<file path="src/rtl/tpu_pkg.sv">
// Shared definitions for the TPU matmul sequencer and the blocks that decode
// its status (7-segment state display, activation unit).
//   - tpu_state_t : FSM state encoding, also shown on the state display
//   - TPU_N/TPU_DW: default array dimension and element width
//   - ACT_*       : activation select codes carried on act_sel / act_sel_q
package tpu_pkg;

    localparam int TPU_N  = 8;
    localparam int TPU_DW = 16;

    typedef enum logic [2:0] {
        ST_IDLE      = 3'd0,
        ST_CLEAR     = 3'd1,
        ST_FEED      = 3'd2,
        ST_DRAIN     = 3'd3,
        ST_WRITEBACK = 3'd4,
        ST_DONE      = 3'd5
    } tpu_state_t;

    localparam logic [2:0] ACT_NONE    = 3'b000;
    localparam logic [2:0] ACT_RELU    = 3'b001;
    localparam logic [2:0] ACT_SIGMOID = 3'b010;

    function automatic logic tpu_is_busy(input tpu_state_t s);
        return (s == ST_CLEAR) || (s == ST_FEED) ||
               (s == ST_DRAIN) || (s == ST_WRITEBACK);
    endfunction

endpackage

</file>
<file path="src/rtl/tpu_step_counter.sv">
// Phase step counter: restarts from zero while load is high, advances by one
// on each enabled cycle, and flags the cycle whose count equals last.
//   clk, rst : clock, synchronous active-high reset
//   load     : force count to zero (held while the owning phase is inactive)
//   en       : advance this cycle
//   last     : terminal count value
//   count    : current step index
//   tc       : en is high and count == last (final step of the phase)
module tpu_step_counter #(
    parameter int W = 4
) (
    input  logic         clk,
    input  logic         rst,
    input  logic         load,
    input  logic         en,
    input  logic [W-1:0] last,
    output logic [W-1:0] count,
    output logic         tc
);

    always_ff @(posedge clk) begin
        if (rst || load) begin
            count <= '0;
        end else if (en) begin
            count <= count + 1'b1;
        end
    end

    assign tc = en && (count == last);

endmodule

</file>
<file path="src/rtl/tpu_matmul_sequencer.sv">
// Runs one NxN matrix multiply on the systolic array per accepted start:
// clear accumulators, stream N outer-product steps from the operand buffers,
// wait out the array skew, then move the N result rows into the result buffer.
//
//   state     | meaning
//   ----------+-------------------------------------------------------------
//   IDLE  (0) | waiting for start
//   CLEAR (1) | one cycle of sa_clear
//   FEED  (2) | N operand reads, step index k = 0..N-1
//   DRAIN (3) | DRAIN_CYC cycles for the array skew to settle
//   WRITEBACK (4) | N+1 cycles: select row r, write it one cycle later
//   DONE  (5) | run finished, done high; start re-arms
//
// Ports:
//   clk, rst        : clock, synchronous active-high reset
//   start, act_sel  : start request, activation select sampled with it
//   op_rd_en/addr   : operand buffer read (A column k, B row k)
//   sa_clear        : zero all PE accumulators
//   sa_in_valid     : operand data on the bus this cycle is a valid step
//   sa_res_sel      : array result row select
//   res_wr_en/addr  : result buffer write
//   act_sel_q       : latched activation select
//   busy, done      : run status
//   state           : encoded FSM state
//   perf_cycles     : busy cycles of the last/current run, saturating
module tpu_matmul_sequencer
    import tpu_pkg::*;
#(
    parameter int N         = TPU_N,
    parameter int DRAIN_CYC = 15,
    parameter int ACT_W     = 3,
    parameter int PERF_W    = 16
) (
    input  logic                 clk,
    input  logic                 rst,
    input  logic                 start,
    input  logic [ACT_W-1:0]     act_sel,
    output logic                 op_rd_en,
    output logic [$clog2(N)-1:0] op_rd_addr,
    output logic                 sa_clear,
    output logic                 sa_in_valid,
    output logic [$clog2(N)-1:0] sa_res_sel,
    output logic                 res_wr_en,
    output logic [$clog2(N)-1:0] res_wr_addr,
    output logic [ACT_W-1:0]     act_sel_q,
    output logic                 busy,
    output logic                 done,
    output logic [2:0]           state,
    output logic [PERF_W-1:0]    perf_cycles
);

    localparam int ADDR_W  = $clog2(N);
    localparam int DRAIN_W = $clog2(DRAIN_CYC + 1);
    localparam int WB_W    = $clog2(N + 1);

    tpu_state_t state_q, state_d;

    logic               start_acc;
    logic [ADDR_W-1:0]  feed_cnt;
    logic [DRAIN_W-1:0] drain_cnt;
    logic [WB_W-1:0]    wb_cnt;
    logic               feed_tc, drain_tc, wb_tc;
    logic               wb_sel_valid;

    tpu_step_counter #(.W(ADDR_W)) u_feed_cnt (
        .clk   (clk),
        .rst   (rst),
        .load  (state_q != ST_FEED),
        .en    (state_q == ST_FEED),
        .last  (ADDR_W'(N - 1)),
        .count (feed_cnt),
        .tc    (feed_tc)
    );

    tpu_step_counter #(.W(DRAIN_W)) u_drain_cnt (
        .clk   (clk),
        .rst   (rst),
        .load  (state_q != ST_DRAIN),
        .en    (state_q == ST_DRAIN),
        .last  (DRAIN_W'(DRAIN_CYC - 1)),
        .count (drain_cnt),
        .tc    (drain_tc)
    );

    tpu_step_counter #(.W(WB_W)) u_wb_cnt (
        .clk   (clk),
        .rst   (rst),
        .load  (state_q != ST_WRITEBACK),
        .en    (state_q == ST_WRITEBACK),
        .last  (WB_W'(N)),
        .count (wb_cnt),
        .tc    (wb_tc)
    );

    assign start_acc = start && ((state_q == ST_IDLE) || (state_q == ST_DONE));

    always_ff @(posedge clk) begin
        if (rst) begin
            state_q <= ST_IDLE;
        end else begin
            state_q <= state_d;
        end
    end

    always_comb begin
        state_d      = state_q;
        sa_clear     = 1'b0;
        op_rd_en     = 1'b0;
        op_rd_addr   = '0;
        sa_in_valid  = 1'b0;
        wb_sel_valid = 1'b0;
        sa_res_sel   = '0;
        unique case (state_q)
            ST_IDLE, ST_DONE: begin
                if (start_acc) state_d = ST_CLEAR;
            end
            ST_CLEAR: begin
                sa_clear = 1'b1;
                state_d  = ST_FEED;
            end
            ST_FEED: begin
                op_rd_en   = 1'b1;
                op_rd_addr = feed_cnt;
                // Read data lands one cycle after the strobe, so every FEED
                // cycle but the first carries a valid step on the bus.
                sa_in_valid = (feed_cnt != '0);
                if (feed_tc) state_d = ST_DRAIN;
            end
            ST_DRAIN: begin
                // The last read (k = N-1) returns in the first DRAIN cycle.
                sa_in_valid = (drain_cnt == '0);
                if (drain_tc) state_d = ST_WRITEBACK;
            end
            ST_WRITEBACK: begin
                wb_sel_valid = (wb_cnt < WB_W'(N));
                if (wb_sel_valid) sa_res_sel = wb_cnt[ADDR_W-1:0];
                if (wb_tc) state_d = ST_DONE;
            end
            default: state_d = ST_IDLE;
        endcase
    end

    // The array returns the selected row one cycle after sa_res_sel, so the
    // write strobe and address are the select path delayed by one cycle.
    always_ff @(posedge clk) begin
        if (rst) begin
            res_wr_en   <= 1'b0;
            res_wr_addr <= '0;
        end else begin
            res_wr_en   <= wb_sel_valid;
            res_wr_addr <= sa_res_sel;
        end
    end

    always_ff @(posedge clk) begin
        if (rst) begin
            act_sel_q <= '0;
        end else if (start_acc) begin
            act_sel_q <= act_sel;
        end
    end

    always_ff @(posedge clk) begin
        if (rst || start_acc) begin
            perf_cycles <= '0;
        end else if (busy && (perf_cycles != '1)) begin
            perf_cycles <= perf_cycles + 1'b1;
        end
    end

    assign busy  = tpu_is_busy(state_q);
    assign done  = (state_q == ST_DONE);
    assign state = state_q;

endmodule
</file>
<file path="config.mk">
export PLATFORM = sky130hd
export DESIGN_NAME = tpu_matmul_sequencer
export DESIGN_NICKNAME = d
export VERILOG_FILES = /design/src/rtl/tpu_pkg.sv /design/src/rtl/tpu_step_counter.sv /design/src/rtl/tpu_matmul_sequencer.sv
export SDC_FILE = /design/constraint.sdc
export NUM_CORES = 1
export LEC_CHECK = 0
export ABC_AREA = 0
export CORE_MARGIN = 2
export CORE_UTILIZATION = 40
export CTS_BUF_LIST = sky130_fd_sc_hd__clkbuf_16
export DETAILED_ROUTE_END_ITERATION = 6
export GPL_ROUTABILITY_DRIVEN = 0
export HOLD_SLACK_MARGIN = 0.03
export PLACE_DENSITY = 0.77
export SETUP_SLACK_MARGIN = 0.3
export SYNTH_ARGS = -nofsm -noshare
export SYNTH_HDL_FRONTEND = slang
export SYNTH_SLANG_ARGS = --single-unit
</file>
<file path="constraint.sdc">
create_clock -name clk -period 2 [get_ports clk]
set_input_delay 0.5 -clock clk [delete_from_list [all_inputs] [get_ports clk]]
set_output_delay 0.5 -clock clk [all_outputs]
set_load 0.005 [all_outputs]
</file>
---- Yosys cells after proc, flatten, opt, wreduce, memory -nomap -nowiden ----
Index checks and enable logic that the tools add are counted.
word-level totals
  input port bits ......................... 6
  bits in registers ....................... 37
  logic and storage cells ................. 60
  output and inout port bits .............. 37
operators by class
  muxes and demuxes ....................... 11
  bitwise logic cells ..................... 1
  add/subtract/negate cells ............... 4
  eq/ne operators ......................... 16
  reductions and logical operators ........ 19
  order comparisons ....................... 1
operators with widths
  operator                 count
  $mux W3                  7
  $add A16 B1 Y16 const B  1
  $ne A16 B16 Y1 const B   1
  $pmux W3 S5              1
  $eq A3 B3 Y1 const B     3
  $add A4 B1 Y4 const B    2
  $eq A4 B4 Y1 const B     2
  $logic_or A1 B1 Y1       8
  $ne A2 B2 Y1 const B     4
  $eq A3 B2 Y1 const B     2
  $ne A3 B2 Y1 const B     2
  $logic_and A1 B1 Y1      5
  $logic_not A4 Y1         1
  $lt A4 B4 Y1 const B     1
  $reduce_and A4 Y1        1
  $reduce_or A2 Y1         2
  $add A3 B1 Y3 const B    1
  $eq A3 B1 Y1 const B     1
  $logic_not A3 Y1         1
  $ne A3 B3 Y1 const B     1
  $reduce_bool A3 Y1       1
  $mux W1                  2
  $pmux W1 S2              1
  $not A1 Y1               1

---- Longest topological paths before layout ----
  depth in word-level cells ............... 5
  depth in mapped cells ................... 7
  gate-level depth less buffers ........... 6

---- By module ----
From an unflattened synthesis, not the netlist that was laid out.
second synthesis, totals
  cell total of the unflattened synthesis .. 234
  area total of the unflattened synthesis .. 2044.5 um^2
by module, submodules not included
  module                              cells each  seq. area each (um^2)  area each (um^2)  times used
  tpu_matmul_sequencer                177         520.5                  1418.9            1
  tpu_step_counter (u_drain_cnt ...)  21          80.1                   226.5             2
  tpu_step_counter (u_feed_cnt)       15          60.1                   172.7             1

---- Worst setup path after synthesis ----
No wires, ideal clock.
  kind .................................... register to register
  start ................................... reg state_q[0] (netlist: state[0])
  end ..................................... reg perf_cycles[13]
  arrival time ............................ 1.822 ns
  setup time .............................. 0.070 ns
  slack ................................... 0.108 ns
  stages on the path, launching flop included .. 6
  cell sequence ........................... dfxtp_1 > o21a_1 > or4_1 > buf_2 > or4_1 > a21oi_1
on the way
  word-level cells in the longest chain between the ends .. 5
  elaborated cells between the ends (all ways) .. 13
ends and longest elaborated chain
  what                                                 RTL line                     text
  from (decl)                                          tpu_matmul_sequencer.sv:56   tpu_state_t state_q, state_d;
  from (signal assigned)                               tpu_matmul_sequencer.sv:101  state_q <= state_d;
  $eq A3 B1 Y1 / $eq A3 B2 Y1 (equally long branches)  tpu_pkg.sv:25                return (s == ST_CLEAR) || (s == ST_FEED) ||
  $logic_or A1 B1 Y1 (2 in a row)                      tpu_pkg.sv:25
  $logic_or A1 B1 Y1                                   tpu_pkg.sv:26                (s == ST_DRAIN) || (s == ST_WRITEBACK);
  $logic_and A1 B1 Y1                                  tpu_matmul_sequencer.sv:166  end else if (busy && (perf_cycles != '1)) begin
  to (signal assigned)                                 tpu_matmul_sequencer.sv:167  perf_cycles <= perf_cycles + 1'b1;
  to (decl)                                            tpu_matmul_sequencer.sv:49   output logic [PERF_W-1:0] perf_cycles
Several ways; a longest one is shown, not always the timed one.
A chain may end at the register's enable or synchronous reset.

---- Worst setup path after layout ----
  start ................................... reg state_q[1] (netlist: state[1])
  end ..................................... out busy
on the way
  word-level cells in the longest chain between the ends .. 4
  elaborated cells between the ends (all ways) .. 7
ends and longest elaborated chain
  what                                                 RTL line                    text
  $eq A3 B1 Y1 / $eq A3 B2 Y1 (equally long branches)  tpu_pkg.sv:25
  $logic_or A1 B1 Y1 (2 in a row)                      tpu_pkg.sv:25
  $logic_or A1 B1 Y1 *                                 tpu_pkg.sv:26
  to (decl)                                            tpu_matmul_sequencer.sv:46  output logic busy,
Every way passes the cells marked *; elsewhere a longest branch is shown, timed or not.

==> out/qor.yml <==
dp_hpwl_um: 3200
cp-end-kind: "output pin"
crit_required_ns: 1.50
die_h_um: 71.7
start_kind: "flop"
avgRoutedWirePerCell_um: 17.1
ir_drop_mv: 0.474
via_count: 2048
cts_made_buffers: 5
drv_cap: 0
drt_iter0_markers: 158
max_freq_mhz: 524
slew_violations: 0
clk_latency_ns: 0.28
portBuffers: 42
worst_pin_slew_ns: 0.351
p_sw_mw: 0.900
viasPerCell: 5.63
slowest_stage: "dfxtp_4"
clock_power_share_pct: 27.4
start_util_pct: 41.8
dpl_cell_area_mm2: 0.00248
netlist.area_leader.share_pct: 40.4
drive_above_1_share_pct: 47.8
seq_area_um2: 796
coreArea_mm2: 0.00438
path_class: "reg -> out"
setup_viol: 0
seqPwrFrac_pct: 31.0
period_needed_ns: 1.91
p_int_mw: 1.90
final_area_mm2: 0.00323
diodes: 0
tritoncts: "built"
wirelength_um: 6240
antenna_left: 0
grt_overflow_total: 0
clkTransAtPathRegs_ns: 0.05
period_share_pct: 95.4
cts_root_buf: "clkbuf_16"
io_pins: 43
drc: 0
syn_nets: 231
antenna_found_initial: 0
worst_slack_ns: 0.0911
syn_inst: 216
area_growth_pct: 76.1
synthesis.area_mm2: 0.00183
grt_pass1_vias: 1917
worstPathMaxFanout: 4
power.density_mw_per_mm2: 868
synth.distinct_cells: 39
relSlewSlack_pct: 76.4
die_area_mm2: 0.00514
ys_warn_count: 0
ys_seq_elements: 37
hold_viol: 0
sw_frac_of_total_pct: 32.1
rows: 24
grt_pass1_wl_um: 8850
cts_sinks: 37
synthTopCellsByArea: "dfxtp_1 (40%), ha_1 (6.1%), nor2_1 (5.1%), or4_1 (4.5%), o31ai_1 (3.3%)"
cts.path.max_buffers: 2
worstPathArrival_ns: 1.41
p_leak_nw: 1.34
track_usage_pct: 22.0
grt_max_degree: 13
nets: 326
path_cells: "buf_6 > o21a_1 > or2_4 > inv_2 > buf_2"
p_comb_share_pct: 41.6
syn_area_per_cell_um2: 8.49
htreeDepth: 2
ys_seq_area_share_pct: 40.4
multi_input_area_mm2: 0.00126
first_pass_iters: 5
hp-class: "reg -> reg"
rsz0062_at_grt: "true"
dp_slack_ns: -0.0735
nFillCells: 285
outcome: "completed"
die_w_um: 71.7
cp_slowest_stage_delay_ns: 0.36
yosysTopAreaCell: "dfxtp_1"
skew_ns: 0.00341
cts_hold_buffers: 0
==> synth_stat cells (all sizes together) <==
library cell / instances
a21oi: 11
ha: 9
nor4: 4
o21ai: 2
nand3: 5
or3: 3
dfxtp: 37
o211a: 1
mux2i: 5
nand3b: 2
a221oi: 1
and4: 1
or4: 11
o22ai: 1
a211oi: 1
o21a: 6
o311ai: 1
xor2: 2
clkbuf: 9
o41ai: 2
nand2: 12
a31oi: 2
or2: 2
inv: 14
and2: 5
nor2: 25
nor3b: 3
or3b: 2
a21o: 1
buf: 3
and3: 3
nand2b: 4
nand4: 4
o31ai: 8
xnor2: 3
nor3: 8
mux2: 1
o31a: 1
and3b: 1
==> worst paths after layout <==
kind | cells past startpoint | slack, ns | startpoint | endpoint
hold reg to reg | 1 | 0.44 | u_feed_cnt.count[0] | u_feed_cnt.count[0]
setup / recovery | 5 | 0.09 | state[1] | busy
setup reg to reg | 5 | 0.12 | perf_cycles[3] | perf_cycles[14]
hold / removal | 1 | 0.44 | u_feed_cnt.count[0] | u_feed_cnt.count[0]
==> timing repair <==
action                                  CTS  global route
endpoints found under the setup margin   39            39
pin swaps                                28            14
gates cloned                              2             0
setup buffers                            20            12
resized for setup                       115            42
endpoints found under the hold margin     0             0
==> logic make-up after synthesis <==
family | synth area share [%]
adders and majority gates | 6.14
DFF | 40.4
muxes | 3.34
xor gates and xnor gates | 2.39
and+or+nand+nor | 28.1
buffers and inverters | 5.53
AOI/OAI and AO/OA | 14.1
==> power by group through the flow <==
stage	sequential (mW)	clock, mW	combinational, mW
after floorplan	0.878	0	0.416
after CTS	0.859	0.771	0.973
after detailed placement	0.868	0	0.775
final	0.868	0.769	1.17
after global routing	0.878	0.810	1.24
after global placement	0.865	0	0.764
==> critical path, delay by kind of cell, from the launching register on <==
family                 cells  cell delay (ns)
flip-flops                 1             0.36
buffers and inverters      3             0.29
AND/OR/NAND/NOR            1             0.26
AO/OA/AOI/OAI              1             0.21
==> metal layers <==
metal  track usage, %  wire [um]
met1             24.8       2410
met2             39.5       3310
met3             4.78        331
met4             9.64        194
met5                0          0
==> layout make-up <==
class | count | share of cell area (%)
clock buffer | 5 | 3.88
inverter | 14 | 1.86
multi-input combinational | 153 | 39.1
timing repair buffer | 100 | 27.9
clock inverter | 3 | 0.543
sequential | 37 | 24.7
tap | 52 | 2.02
==> placed cells by master (no fill, tap or decap), types with 3 or more instances in the layout <==
cell and count:
ha_1 6, nand2_1 11, o31ai_1 6, dfxtp_1 15, inv_2 5, a21oi_2 6, xnor2_1 3, clkbuf_16 5
nor3_2 3, clkdlybuf4s50_1 23, ha_4 3, nand4_1 4, buf_6 19, dfxtp_2 11, buf_2 7, nand3_1 3
nor2_1 23, nor4_4 3, o21a_1 6, or4_1 5, buf_4 41, mux2i_1 5, a21oi_1 5, inv_1 7
and2_1 4, nand2b_1 4, dfxtp_4 11, nor3_1 4, dlymetal6s2s_1 5, or4_4 6, or3_1 3, dlygate4sd2_1 3
==> metrics by stage <==
| stage | TNS (ns) | util (%) | hold WS, ns | std cells | power, mW |
|---|---|---|---|---|---|
| detailed placement | -0.190 | 56.7 | 0.451 | 322 | 1.64 |
| finish | 0 | 73.6 | 0.444 | 364 | 2.80 |
| CTS | 0 | 68.0 | 0.448 | 352 | 2.60 |
| global placement | -0.0908 | 56.7 | 0.445 | 322 | 1.63 |
| global route | 0 | 73.6 | 0.455 | 364 | 2.93 |
| floorplan | 0 | - | 0.427 | 216 | 1.29 |
==> flip-flops by register name, indices dropped and copies added, names as in the netlist <==
name               count
perf_cycles           16
u_drain_cnt.count      4
u_wb_cnt.count         4
act_sel_q              3
res_wr_addr            3
state                  3
u_feed_cnt.count       3
res_wr_en              1
Note: power is estimated with default switching activity, not from simulation.
